File: src/rtl/execute_branch_unit_if.sv
// execute_branch_unit_if: issue/result handshake, flush and perf counter bundle for the branch unit
interface execute_branch_unit_if #(
  parameter int XLEN  = 32,
  parameter int CNT_W = 32
);
  logic             flush;
  logic             in_valid;
  logic             in_ready;
  logic [6:0]       in_opcode;
  logic [2:0]       in_funct3;
  logic [XLEN-1:0]  in_imm;
  logic [XLEN-1:0]  in_pc;
  logic [XLEN-1:0]  in_rs1_val;
  logic [XLEN-1:0]  in_rs2_val;
  logic             out_valid;
  logic             out_ready;
  logic [XLEN-1:0]  out_rd_val;
  logic             out_rd_write;
  logic [XLEN-1:0]  out_pc;
  logic             out_jump;
  logic             out_exception_valid;
  logic [5:0]       out_exception_num;
  logic [CNT_W-1:0] perf_branches;
  logic [CNT_W-1:0] perf_taken;
  modport master (
    output flush, in_valid, in_opcode, in_funct3, in_imm, in_pc, in_rs1_val, in_rs2_val, out_ready,
    input  in_ready, out_valid, out_rd_val, out_rd_write, out_pc, out_jump,
           out_exception_valid, out_exception_num, perf_branches, perf_taken
  );
  modport slave (
    input  flush, in_valid, in_opcode, in_funct3, in_imm, in_pc, in_rs1_val, in_rs2_val, out_ready,
    output in_ready, out_valid, out_rd_val, out_rd_write, out_pc, out_jump,
           out_exception_valid, out_exception_num, perf_branches, perf_taken
  );
endinterface

File: src/rtl/execute_branch_unit.sv
// execute_branch_unit: resolves JAL/JALR/conditional branches into a single registered result slot
module execute_branch_unit #(
  parameter int XLEN  = 32,
  parameter int C_EXT = 0,
  parameter int CNT_W = 32
) (
  input logic                 clk,
  input logic                 rst_n,
  execute_branch_unit_if.slave bus
);
  typedef enum logic {EMPTY, FULL} state_e;
  state_e state_q, state_d;
  logic [2:0] f3;
  logic [XLEN-1:0] link, jalr_sum, tgt, pc_d, rd_val_q, pc_q;
  logic is_jal, is_jalr, is_br, legal, cond, taken, mis, exc, accept, retire;
  logic rd_write_d, jump_d, rd_write_q, jump_q, exc_q, is_br_q;
  logic [5:0] exc_num_q;
  logic [CNT_W-1:0] br_q, tk_q;
  assign f3 = bus.in_funct3;
  always_comb begin
    is_jal   = bus.in_opcode == 7'b1101111;
    is_jalr  = bus.in_opcode == 7'b1100111;
    is_br    = bus.in_opcode == 7'b1100011;
    link     = bus.in_pc + XLEN'(4);
    jalr_sum = bus.in_rs1_val + bus.in_imm;
    cond     = (f3[2:1] == 2'b00 ? bus.in_rs1_val == bus.in_rs2_val :
                f3[2:1] == 2'b10 ? $signed(bus.in_rs1_val) < $signed(bus.in_rs2_val) :
                bus.in_rs1_val < bus.in_rs2_val) ^ f3[0];
    legal    = is_jal || (is_jalr && f3 == 3'b000) || (is_br && f3[2:1] != 2'b01);
    taken    = legal && (is_jal || is_jalr || cond);
    tgt      = is_jalr ? {jalr_sum[XLEN-1:1], 1'b0} : bus.in_pc + bus.in_imm;
    mis      = taken && (C_EXT != 0 ? tgt[0] : |tgt[1:0]);
    exc      = !legal || mis;
    pc_d     = taken ? tgt : link;
    jump_d   = taken && !exc;
    rd_write_d = jump_d && !is_br;
  end
  // A flush kills both the same-cycle accept and the same-cycle retirement
  assign accept = bus.in_valid && bus.in_ready && !bus.flush;
  assign retire = state_q == FULL && bus.out_ready && !bus.flush && is_br_q && !exc_q;
  always_comb begin
    state_d = state_q;
    state_d = bus.flush ? EMPTY : accept ? FULL : (state_q == FULL && bus.out_ready) ? EMPTY : state_q;
  end
  always_ff @(posedge clk) begin
    if (!rst_n) state_q <= EMPTY;
    else state_q <= state_d;
  end
  always_ff @(posedge clk) begin
    if (!rst_n) begin
      rd_val_q   <= '0;
      pc_q       <= '0;
      rd_write_q <= 1'b0;
      jump_q     <= 1'b0;
      exc_q      <= 1'b0;
      exc_num_q  <= '0;
      is_br_q    <= 1'b0;
    end else if (accept) begin
      rd_val_q   <= link;
      pc_q       <= pc_d;
      rd_write_q <= rd_write_d;
      jump_q     <= jump_d;
      exc_q      <= exc;
      exc_num_q  <= legal ? 6'd0 : 6'd2;
      is_br_q    <= is_br;
    end
  end
  always_ff @(posedge clk) begin
    if (!rst_n) begin
      br_q <= '0;
      tk_q <= '0;
    end else if (retire) begin
      br_q <= br_q + CNT_W'(1);
      tk_q <= tk_q + CNT_W'(jump_q);
    end
  end
  assign bus.in_ready            = state_q == EMPTY || bus.out_ready;
  assign bus.out_valid           = state_q == FULL;
  assign bus.out_rd_val          = rd_val_q;
  assign bus.out_pc              = pc_q;
  assign bus.out_rd_write        = rd_write_q;
  assign bus.out_jump            = jump_q;
  assign bus.out_exception_valid = exc_q;
  assign bus.out_exception_num   = exc_num_q;
  assign bus.perf_branches       = br_q;
  assign bus.perf_taken          = tk_q;
endmodule

File: src/flat_wrapper.sv
// flat-port wrapper written by rule: the top's interface ports become plain ports
module execute_branch_unit_flat 
#(
  parameter int XLEN  = 32,
  parameter int C_EXT = 0,
  parameter int CNT_W = 32
)
  (clk, rst_n, bus_flush, bus_in_valid, bus_in_opcode, bus_in_funct3, bus_in_imm, bus_in_pc, bus_in_rs1_val, bus_in_rs2_val, bus_out_ready, bus_in_ready, bus_out_valid, bus_out_rd_val, bus_out_rd_write, bus_out_pc, bus_out_jump, bus_out_exception_valid, bus_out_exception_num, bus_perf_branches, bus_perf_taken);
  execute_branch_unit_if #(.XLEN(XLEN), .CNT_W(CNT_W)) bus_i ();
  input logic clk;
  input logic rst_n;
  input wire logic [$bits(bus_i.flush)-1:0] bus_flush;
  input wire logic [$bits(bus_i.in_valid)-1:0] bus_in_valid;
  input wire logic [$bits(bus_i.in_opcode)-1:0] bus_in_opcode;
  input wire logic [$bits(bus_i.in_funct3)-1:0] bus_in_funct3;
  input wire logic [$bits(bus_i.in_imm)-1:0] bus_in_imm;
  input wire logic [$bits(bus_i.in_pc)-1:0] bus_in_pc;
  input wire logic [$bits(bus_i.in_rs1_val)-1:0] bus_in_rs1_val;
  input wire logic [$bits(bus_i.in_rs2_val)-1:0] bus_in_rs2_val;
  input wire logic [$bits(bus_i.out_ready)-1:0] bus_out_ready;
  output wire logic [$bits(bus_i.in_ready)-1:0] bus_in_ready;
  output wire logic [$bits(bus_i.out_valid)-1:0] bus_out_valid;
  output wire logic [$bits(bus_i.out_rd_val)-1:0] bus_out_rd_val;
  output wire logic [$bits(bus_i.out_rd_write)-1:0] bus_out_rd_write;
  output wire logic [$bits(bus_i.out_pc)-1:0] bus_out_pc;
  output wire logic [$bits(bus_i.out_jump)-1:0] bus_out_jump;
  output wire logic [$bits(bus_i.out_exception_valid)-1:0] bus_out_exception_valid;
  output wire logic [$bits(bus_i.out_exception_num)-1:0] bus_out_exception_num;
  output wire logic [$bits(bus_i.perf_branches)-1:0] bus_perf_branches;
  output wire logic [$bits(bus_i.perf_taken)-1:0] bus_perf_taken;
  assign bus_i.flush = bus_flush;
  assign bus_i.in_valid = bus_in_valid;
  assign bus_i.in_opcode = bus_in_opcode;
  assign bus_i.in_funct3 = bus_in_funct3;
  assign bus_i.in_imm = bus_in_imm;
  assign bus_i.in_pc = bus_in_pc;
  assign bus_i.in_rs1_val = bus_in_rs1_val;
  assign bus_i.in_rs2_val = bus_in_rs2_val;
  assign bus_i.out_ready = bus_out_ready;
  assign bus_in_ready = bus_i.in_ready;
  assign bus_out_valid = bus_i.out_valid;
  assign bus_out_rd_val = bus_i.out_rd_val;
  assign bus_out_rd_write = bus_i.out_rd_write;
  assign bus_out_pc = bus_i.out_pc;
  assign bus_out_jump = bus_i.out_jump;
  assign bus_out_exception_valid = bus_i.out_exception_valid;
  assign bus_out_exception_num = bus_i.out_exception_num;
  assign bus_perf_branches = bus_i.perf_branches;
  assign bus_perf_taken = bus_i.perf_taken;
  execute_branch_unit #(.XLEN(XLEN), .C_EXT(C_EXT), .CNT_W(CNT_W)) u_core (.clk(clk), .rst_n(rst_n), .bus(bus_i));
endmodule
File: config.mk
export PLATFORM = sky130hd
export DESIGN_NAME = execute_branch_unit_flat
export DESIGN_NICKNAME = d
export VERILOG_FILES = /design/src/rtl/execute_branch_unit_if.sv /design/src/rtl/execute_branch_unit.sv /design/src/flat_wrapper.sv
export SDC_FILE = /design/constraint.sdc
export NUM_CORES = 1
export LEC_CHECK = 0
export CORE_MARGIN = 8
export CORE_UTILIZATION = 34
export CTS_CLUSTER_SIZE = 12
export DETAILED_ROUTE_END_ITERATION = 12
export HOLD_SLACK_MARGIN = 0.08
export PLACE_DENSITY_LB_ADDON = 0.08
export SLEW_MARGIN = 20
export SYNTH_ARGS = -nofsm -noshare
export SYNTH_HDL_FRONTEND = slang
export SYNTH_SLANG_ARGS = --single-unit
File: constraint.sdc
create_clock -name clk -period 6.65 [get_ports clk]
set_clock_uncertainty 0.05 [all_clocks]
set_input_delay 1.33 -clock clk [delete_from_list [all_inputs] [get_ports clk]]
set_output_delay 1.33 -clock clk [all_outputs]
set_load 0.01 [all_outputs]
==> summary.md, run 1 <==
| Metric | Value |
|---|---|
| Final RePlAce weighted congestion | `0.845` |
| Startpoint type of the worst setup path | `primary input` |
| Crit Reg-Reg Startpoint | `u_core.bus.out_exception_valid` |
| Main synth FF type | `dfxtp_1` |
| Most used standard cells in the synthesized netlist | `nor2_1 (154), nand2_1 (136), dfxtp_1 (134)` |
| Library cell occupying the most area in the post-synthesis netlist | `dfxtp_1` |
| Data required time of the critical path | `between 6000 and 7000 ps` |
| R2r setup slk | `3910 ps` |
| Count of buffers added by post-CTS timing repair for setup | `0` |
| Cell Chain, Critical Path | `clkdlybuf4s50_1 -> ha_1 -> nand4_1 -> or4_1 -> and3b_1 -> or4_1 -> a21oi_1 -> a311o_1 -> nor3_4 -> buf_4 -> and3_1 -> nor3_1` |
| Headroom to the max-slew limit | `41.6%` |
| Fill cell count | `3080` |
| Number of port buffers | `276` |
| Pin count of the biggest net entering global routing | `80` |
| Unrepaired setup endpoints after global routing | `no` |
| Sink count of the clock tree | `between 100 and 150` |
| Dominant cells by area after synthesis | `dfxtp_1 (26%), ha_1 (12%), xor2_1 (6.3%)` |
| Share of post-route cells with drive strength above 1 | `between 3 and 4%` |
| Final Max Tran Viols | `0` |
| Count of different cell masters after synthesis | `71` |
| Outcome | `completed` |
| Number of hold-repair buffers added at the cts stage | `0` |
| Area growth from synthesis to final layout | `36.1%` |
| Die X-Extent | `191 um` |
| First-pass GRT wire length | `54800 um` |
| CTS tree | `done` |
| Flop and latch count out of synthesis | `134` |
| Initial core utilization | `34.2%` |
| Data arrival time of the critical path | `5140 ps` |
| Static power due to leakage | `5.45 nW` |
| Cell area after layout | `14100 sq um` |
| Full die area | `36300 sq um` |
| Warnings from Yosys | `0` |
| Count of antenna-violating nets left after detailed routing | `0` |
| Slowest cell on the critical path | `nor3_4` |
| Path type of the worst min-delay path | `register to register` |
| EDFF count, synth | `0` |
| Post-route clock period utilization | `73.5%` |
| Maximum clock insertion buffer count | `2` |
| Post-detail-place hpwl | `about 29000 um` |
| H-tree level count | `4` |
| Endpoint kind of the worst setup timing path | `register` |
| Power density of the placed cells | `181 nW/um^2` |
| Top-count cell post-synth | `nor2_1` |
| Register area share after synthesis | `between 20% and 30%` |
| Proportion of register bits with asynchronous set or reset after synthesis | `0%` |
| Capture point of the critical path | `u_core.bus.out_pc[2]` |
| DRC violations left | `0` |
| Number of detailed-routing iterations run before antenna repair | `5` |
| Number of instances resized during post-cts repair | `0` |
| Core ar. | `30300 sq um` |
| CTS Buf Count | `17` |
| 1st-iter DRT viols | `between 600 and 700` |
| Antenna violations before repair | `0` |
| Aggregate routed wire length | `35300 um` |
| Post-layout net count | `1855` |
| Pin slew with the least headroom to its limit | `864 ps` |
| Avg Cell Area, Syn | `~7.6 sq um` |
| Via count | `between 10000 and 15000` |
| Clock-pin slew of the registers on the worst-case setup and hold paths | `60 ps` |
| Register-to-Register Path Depth | `9` |
| Die Height | `191 um` |
| Number of global-route vias before repair | `10000` |
| Wirelength per Cell | `17.5 um` |
| Netlist area before placement | `10400 sq um` |
| Min Clock Period, post-route | `just under 5000 ps` |
| Total routing usage reported by global routing | `around a fifth` |
| Clock latency of the later-clocked register in the worst-skew pair | `410 ps` |
| Per-cell via count in the routed design | `5.19` |
| Fmax | `0.205 GHz` |
| TNS Setup | `0 ps` |
| Buffer cell driving the clock tree root | `clkbuf_16` |
| Area share of the largest cell type after synthesis | `25.9%` |
| Worst-path fanout max | `22` |
| Launching element of the worst setup path | `bus_in_rs1_val[31]` |
| Standard-cell rows | `64` |
| IO Pins | `282` |
| Total of max-cap violations | `0` |
| Setup-violating endpoint count in the final report | `0` |
| Crit Reg-Reg Endpoint | `u_core.bus.perf_branches[31]` |
| Number of failing hold endpoints at the final stage | `0` |
| Peak supply drop | `183 uV` |
| Gate Count Post-Synth | `1363` |
| Startpoint-to-endpoint class of the critical path | `primary input to register` |
| Total grt overflow | `0` |
| Critical Path Max Stage Delay | `between 700 and 800 ps` |
| Diodes inserted | `0` |
| Post-detailed-placement cell area | `roughly 13000 sq um` |
| Most used cell, CP | `or4_1` |
==> metal layers <==
layer,track usage (%),wire length [um],vias to the layer above
met5,0,0,-
met4,4.71,486,0
met3,3.35,1960,24
met2,29.6,15500,289
met1,26.2,17300,4779
li1,-,-,5403
==> registers in the layout, indices dropped and copies added, names as in the netlist <==
register,flops
u_core.bus.perf_branches,32
u_core.bus.perf_taken,32
u_core.bus.out_valid,1
u_core.bus.out_exception_valid,1
u_core.bus.out_rd_write,1
u_core.bus.out_exception_num,1
u_core.bus.out_jump,1
u_core.is_br_q,1
u_core.bus.out_rd_val,32
u_core.bus.out_pc,32
==> metrics by stage <==
stage | power (W) | setup slack, ps | utilization (%) | cells | hold slack, ps
floorplan | 0.00126 | 2670 | - | 1367 | 387
global placement | 0.00154 | 1430 | 44.4 | 1990 | 395
detailed placement | 0.00154 | 1300 | 44.4 | 1990 | 401
CTS | 0.00257 | 1750 | 46.6 | 2022 | 408
global route | 0.00268 | 1510 | 46.6 | 2022 | 432
finish | 0.00255 | 1760 | 46.6 | 2022 | 406
==> layout make-up <==
| cell class | instances | area, sq um | share of cell area, % |
|---|---|---|---|
| clock inverter | 8 | 143 | 1.01 |
| sequential | 134 | 2680 | 19.0 |
| inverter | 63 | 236 | 1.68 |
| multi-input combinational | 1108 | 7180 | 50.9 |
| tap | 396 | 495 | 3.52 |
| timing repair buffer | 289 | 2860 | 20.3 |
| clock buffer | 24 | 502 | 3.56 |
==> logic make-up (layout without fill, tap and decap cells) <==
family	Yosys count	in the layout	share of synthesized area, %
buffers and inverters	125	384	5.05
and+or+nand+nor	529	529	24.0
AOI/OAI and AO/OA	335	335	21.0
other	1	5	0.0362
xor gates and xnor gates	133	133	11.3
DFF	134	134	25.9
muxes	7	7	0.689
adders and majority gates	99	99	12.1
==> critical path, delay by kind of cell <==
kind                     cells  cell delay, ps
buffers and inverters        2             820
adder cells (fa/ha/maj)      1             360
AND/OR/NAND/NOR              7            2170
AO/OA/AOI/OAI                2             450
==> layout by cell type, fill, tap and decap left out, drive strengths merged, types with 6 or more instances in the layout <==
cell / n
clkbuf: 24
a31oi: 10
a311o: 6
a211oi: 27
nor3: 33
o31a: 7
xor2: 74
dfxtp: 134
o21bai: 11
nand3: 82
o22ai: 9
and2: 9
a21o: 12
o311ai: 11
nand2: 137
xnor2: 59
or3: 17
and3: 24
mux2i: 6
nand2b: 8
nor2: 154
and4: 6
o211ai: 13
nand4: 31
inv: 63
ha: 97
o21a: 8
a21oi: 97
o21ai: 79
buf: 13
nor2b: 10
clkdlybuf4s50: 276
==> where the power goes <==
group	internal, W	switching (W)	total (W)	leakage [nW]
Combinational	0.000310	0.000369	0.000679	4.05
Clock	0.000677	0.000351	0.00103	0.316
Sequential	0.000827	0.0000137	0.000841	1.09
Total	0.00181	0.000734	0.00255	5.45
==> worst min-delay path by stage <==
stage	from	endpoint	slack, ps	cells after the start
global placement	u_core.bus.out_rd_val[0]	u_core.bus.out_rd_val[0]	390	2
detailed placement	u_core.bus.out_rd_val[1]	u_core.bus.out_rd_val[1]	400	2
CTS	u_core.bus.out_rd_val[1]	u_core.bus.out_rd_val[1]	410	2
finish	u_core.bus.out_rd_val[0]	u_core.bus.out_rd_val[0]	410	2
floorplan	u_core.is_br_q	u_core.is_br_q	390	2
global route	u_core.bus.out_rd_val[25]	u_core.bus.out_rd_val[25]	430	2
Power figures use the tool's default switching activity.
==> run 2: changes to the inputs <==
==> constraint.sdc (replaced) <==
create_clock -name clk -period 4.3 [get_ports clk]
set_clock_uncertainty 0.05 [all_clocks]
set_input_delay 0.86 -clock clk [delete_from_list [all_inputs] [get_ports clk]]
set_output_delay 0.86 -clock clk [all_outputs]
set_load 0.01 [all_outputs]
==> run 2 against run 1 <==
  * Count of clock-buffer cells in the layout shrank 6
  * Final cell count is 2.6% higher
  * First-iteration DRC count increased by 6.5%
  * Clock power rose by 47%
  * Sequential share of layout area is 0.52 points lower
  * Global-route usage increased by 0.35 points
  * Die area did not move
==> summary.md, run 2 (synthesis gave the netlist of run 1 again) <==
| Metric | Value |
|---|---|
| Outcome | `completed` |
| Count of antenna-violating nets left after detailed routing | `0 (unchanged)` |
| Per-cell via count in the routed design | `5.14 (-0.96%)` |
| Wirelength per Cell | `17.3 um (-1.1%)` |
| Count of buffers added by post-CTS timing repair for setup | `0 (unchanged)` |
| First-pass GRT wire length | `56100 um (+2.4%)` |
| Number of failing hold endpoints at the final stage | `0 (unchanged)` |
| Final RePlAce weighted congestion | `0.852 (+0.88%)` |
| Share of post-route cells with drive strength above 1 | `6.67% (+3.1 points)` |
| Number of port buffers | `276 (unchanged)` |
| Number of detailed-routing iterations run before antenna repair | `5 (unchanged)` |
| Startpoint-to-endpoint class of the critical path | `primary input to register` |
| Number of instances resized during post-cts repair | `0 (unchanged)` |
| Startpoint type of the worst setup path | `primary input` |
| Number of global-route vias before repair | `10400 (+4.3%)` |
| Peak supply drop | `237 uV (+30%)` |
| Fmax | `0.252 GHz` |
| Endpoint kind of the worst setup timing path | `register` |
| Most used cell, CP | `buf_4` |
| Fill cell count | `3016 (-2.1%)` |
| IO Pins | `282 (unchanged)` |
| Data arrival time of the critical path | `4250 ps (-890 ps)` |
| Total of max-cap violations | `0 (unchanged)` |
| Via count | `10700 (+1.6%)` |
| Clock-pin slew of the registers on the worst-case setup and hold paths | `60 ps (about the same)` |
| Full die area | `36300 sq um (unchanged)` |
| Slowest cell on the critical path | `clkdlybuf4s50_1` |
| Worst slack after detailed placement | `-56.3 ps (-1360 ps)` |
| Cell Chain, Critical Path | `clkdlybuf4s50_1 -> and2_1 -> fa_1 -> a211oi_1 -> o211ai_1 -> a21boi_0 -> buf_4 -> o31ai_1 -> a41oi_1 -> buf_4 -> nor2_1 -> o41ai_1 -> a211oi_1 -> buf_4 -> o221ai_1` |
| Static power due to leakage | `5.69 nW (+4.4%)` |
| Critical Path Max Stage Delay | `420 ps (-290 ps)` |
| Most frequent cells in the layout | `clkdlybuf4s50_1 (276), nor2_1 (153), nand2_1 (136), dfxtp_1 (134), ha_1 (97)` |
| CTS Buf Count | `17 (unchanged)` |
| Maximum clock insertion buffer count | `2 (unchanged)` |
| Unrepaired setup endpoints after global routing | `no` |
| Path type of the worst min-delay path | `register to register` |
| Standard-cell rows | `64 (unchanged)` |
| Number of hold-repair buffers added at the cts stage | `0 (unchanged)` |
| 1st-iter DRT viols | `700 (+6.5%)` |
| Worst-path fanout max | `3 (-86%)` |
| Pin slew with the least headroom to its limit | `847 ps (-17.0 ps)` |
| Aggregate routed wire length | `35800 um (+1.4%)` |
| Clock latency of the later-clocked register in the worst-skew pair | `410 ps (about the same)` |
| Die Height | `191 um (unchanged)` |
| Min Clock Period, post-route | `3970 ps` |
| DRC violations left | `0 (unchanged)` |
| Sink count of the clock tree | `134 (unchanged)` |
| Diodes inserted | `0 (unchanged)` |
| Area growth from synthesis to final layout | `40.0%` |
| Post-layout net count | `1909 (+2.9%)` |
| Final cell utilization of the core | `47.9% (+1.3 points)` |
| Die X-Extent | `191 um (unchanged)` |
| Final Max Tran Viols | `0 (unchanged)` |
| Initial core utilization | `34.2% (unchanged)` |
| Worst path setup slack after routing | `332 ps (-1430 ps)` |
| Headroom to the max-slew limit | `43.5% (+1.9 points)` |
| Core ar. | `30300 sq um (unchanged)` |
| Hold slack final | `408 ps (+1.70 ps)` |
| H-tree level count | `4 (unchanged)` |
| Setup-violating endpoint count in the final report | `0 (unchanged)` |
| Data required time of the critical path | `4580 ps (-2320 ps)` |
| CTS tree | `done` |
| Post-route clock period utilization | `92.3%` |
| Pin count of the biggest net entering global routing | `77 (-3.8%)` |
| Post-detail-place hpwl | `29600 um (+1.3%)` |
| Pwr Total | `0.00391 W (+54%)` |
| Antenna violations before repair | `0 (unchanged)` |
| Total grt overflow | `0 (unchanged)` |
| Buffer cell driving the clock tree root | `clkbuf_16` |
| Most common library cell in the layout ignoring fill and taps | `clkdlybuf4s50_1` |
| Power density of the placed cells | `270 nW/um^2 (+49%)` |
| Total routing usage reported by global routing | `19.2% (+0.35 points)` |
## run 2: final cells by class
class                   count  area (sq um)  share of cell area, %
multi-input cells        1108          7180                   49.5
repair buffers            343          3290                   22.7
inverters                  63           236                   1.63
clock buffers              18           429                   2.96
well taps                 396           495                   3.42
clock inverters            13           183                   1.26
flip-flops and latches    134          2680                   18.5
## run 2: per-stage QoR
step | area, sq um | std cells | TNS (ps)
after floorplan | 10400 | 1367 | 0
after global placement | 13900 | 2044 | -15.6
after detailed placement | 13900 | 2044 | -85.7
after CTS | 14500 | 2075 | 0
after global routing | 14500 | 2075 | 0
final | 14500 | 2075 | 0
## run 2: power breakdown
part           leakage [nW]  internal (W)  switching, W
clock network         0.288      0.000964      0.000541
registers              1.09       0.00128     0.0000224
logic                  4.31      0.000523      0.000583
total                  5.69       0.00277       0.00115
## run 2: worst paths after layout
path | start | endpoint | slack (ps) | depth (start not counted)
worst max-delay path | bus_in_imm[0] | u_core.bus.out_pc[30] | 330 | 15
worst min-delay path | u_core.bus.out_rd_val[0] | u_core.bus.out_rd_val[0] | 410 | 2
worst max register to register | u_core.bus.out_exception_valid | u_core.bus.perf_taken[31] | 1700 | 8
worst min register to register | u_core.bus.out_rd_val[0] | u_core.bus.out_rd_val[0] | 410 | 2
## run 2: per-layer routing
metal	global-route usage, %	up-vias	share of wire, %
met5	0	-	0
met2	31.2	292	45
met1	26.1	4867	48
met4	4.00	0	0.77
met3	3.46	15	6.0
li1	-	5493	-
## run 2: worst max-delay path: cells and delay by family
family / cells / cell delay, ps
AND/OR/NAND/NOR: 2 / 210
adder cells (fa/ha/maj): 1 / 400
AO/OA/AOI/OAI: 8 / 1840
buffers and inverters: 4 / 910
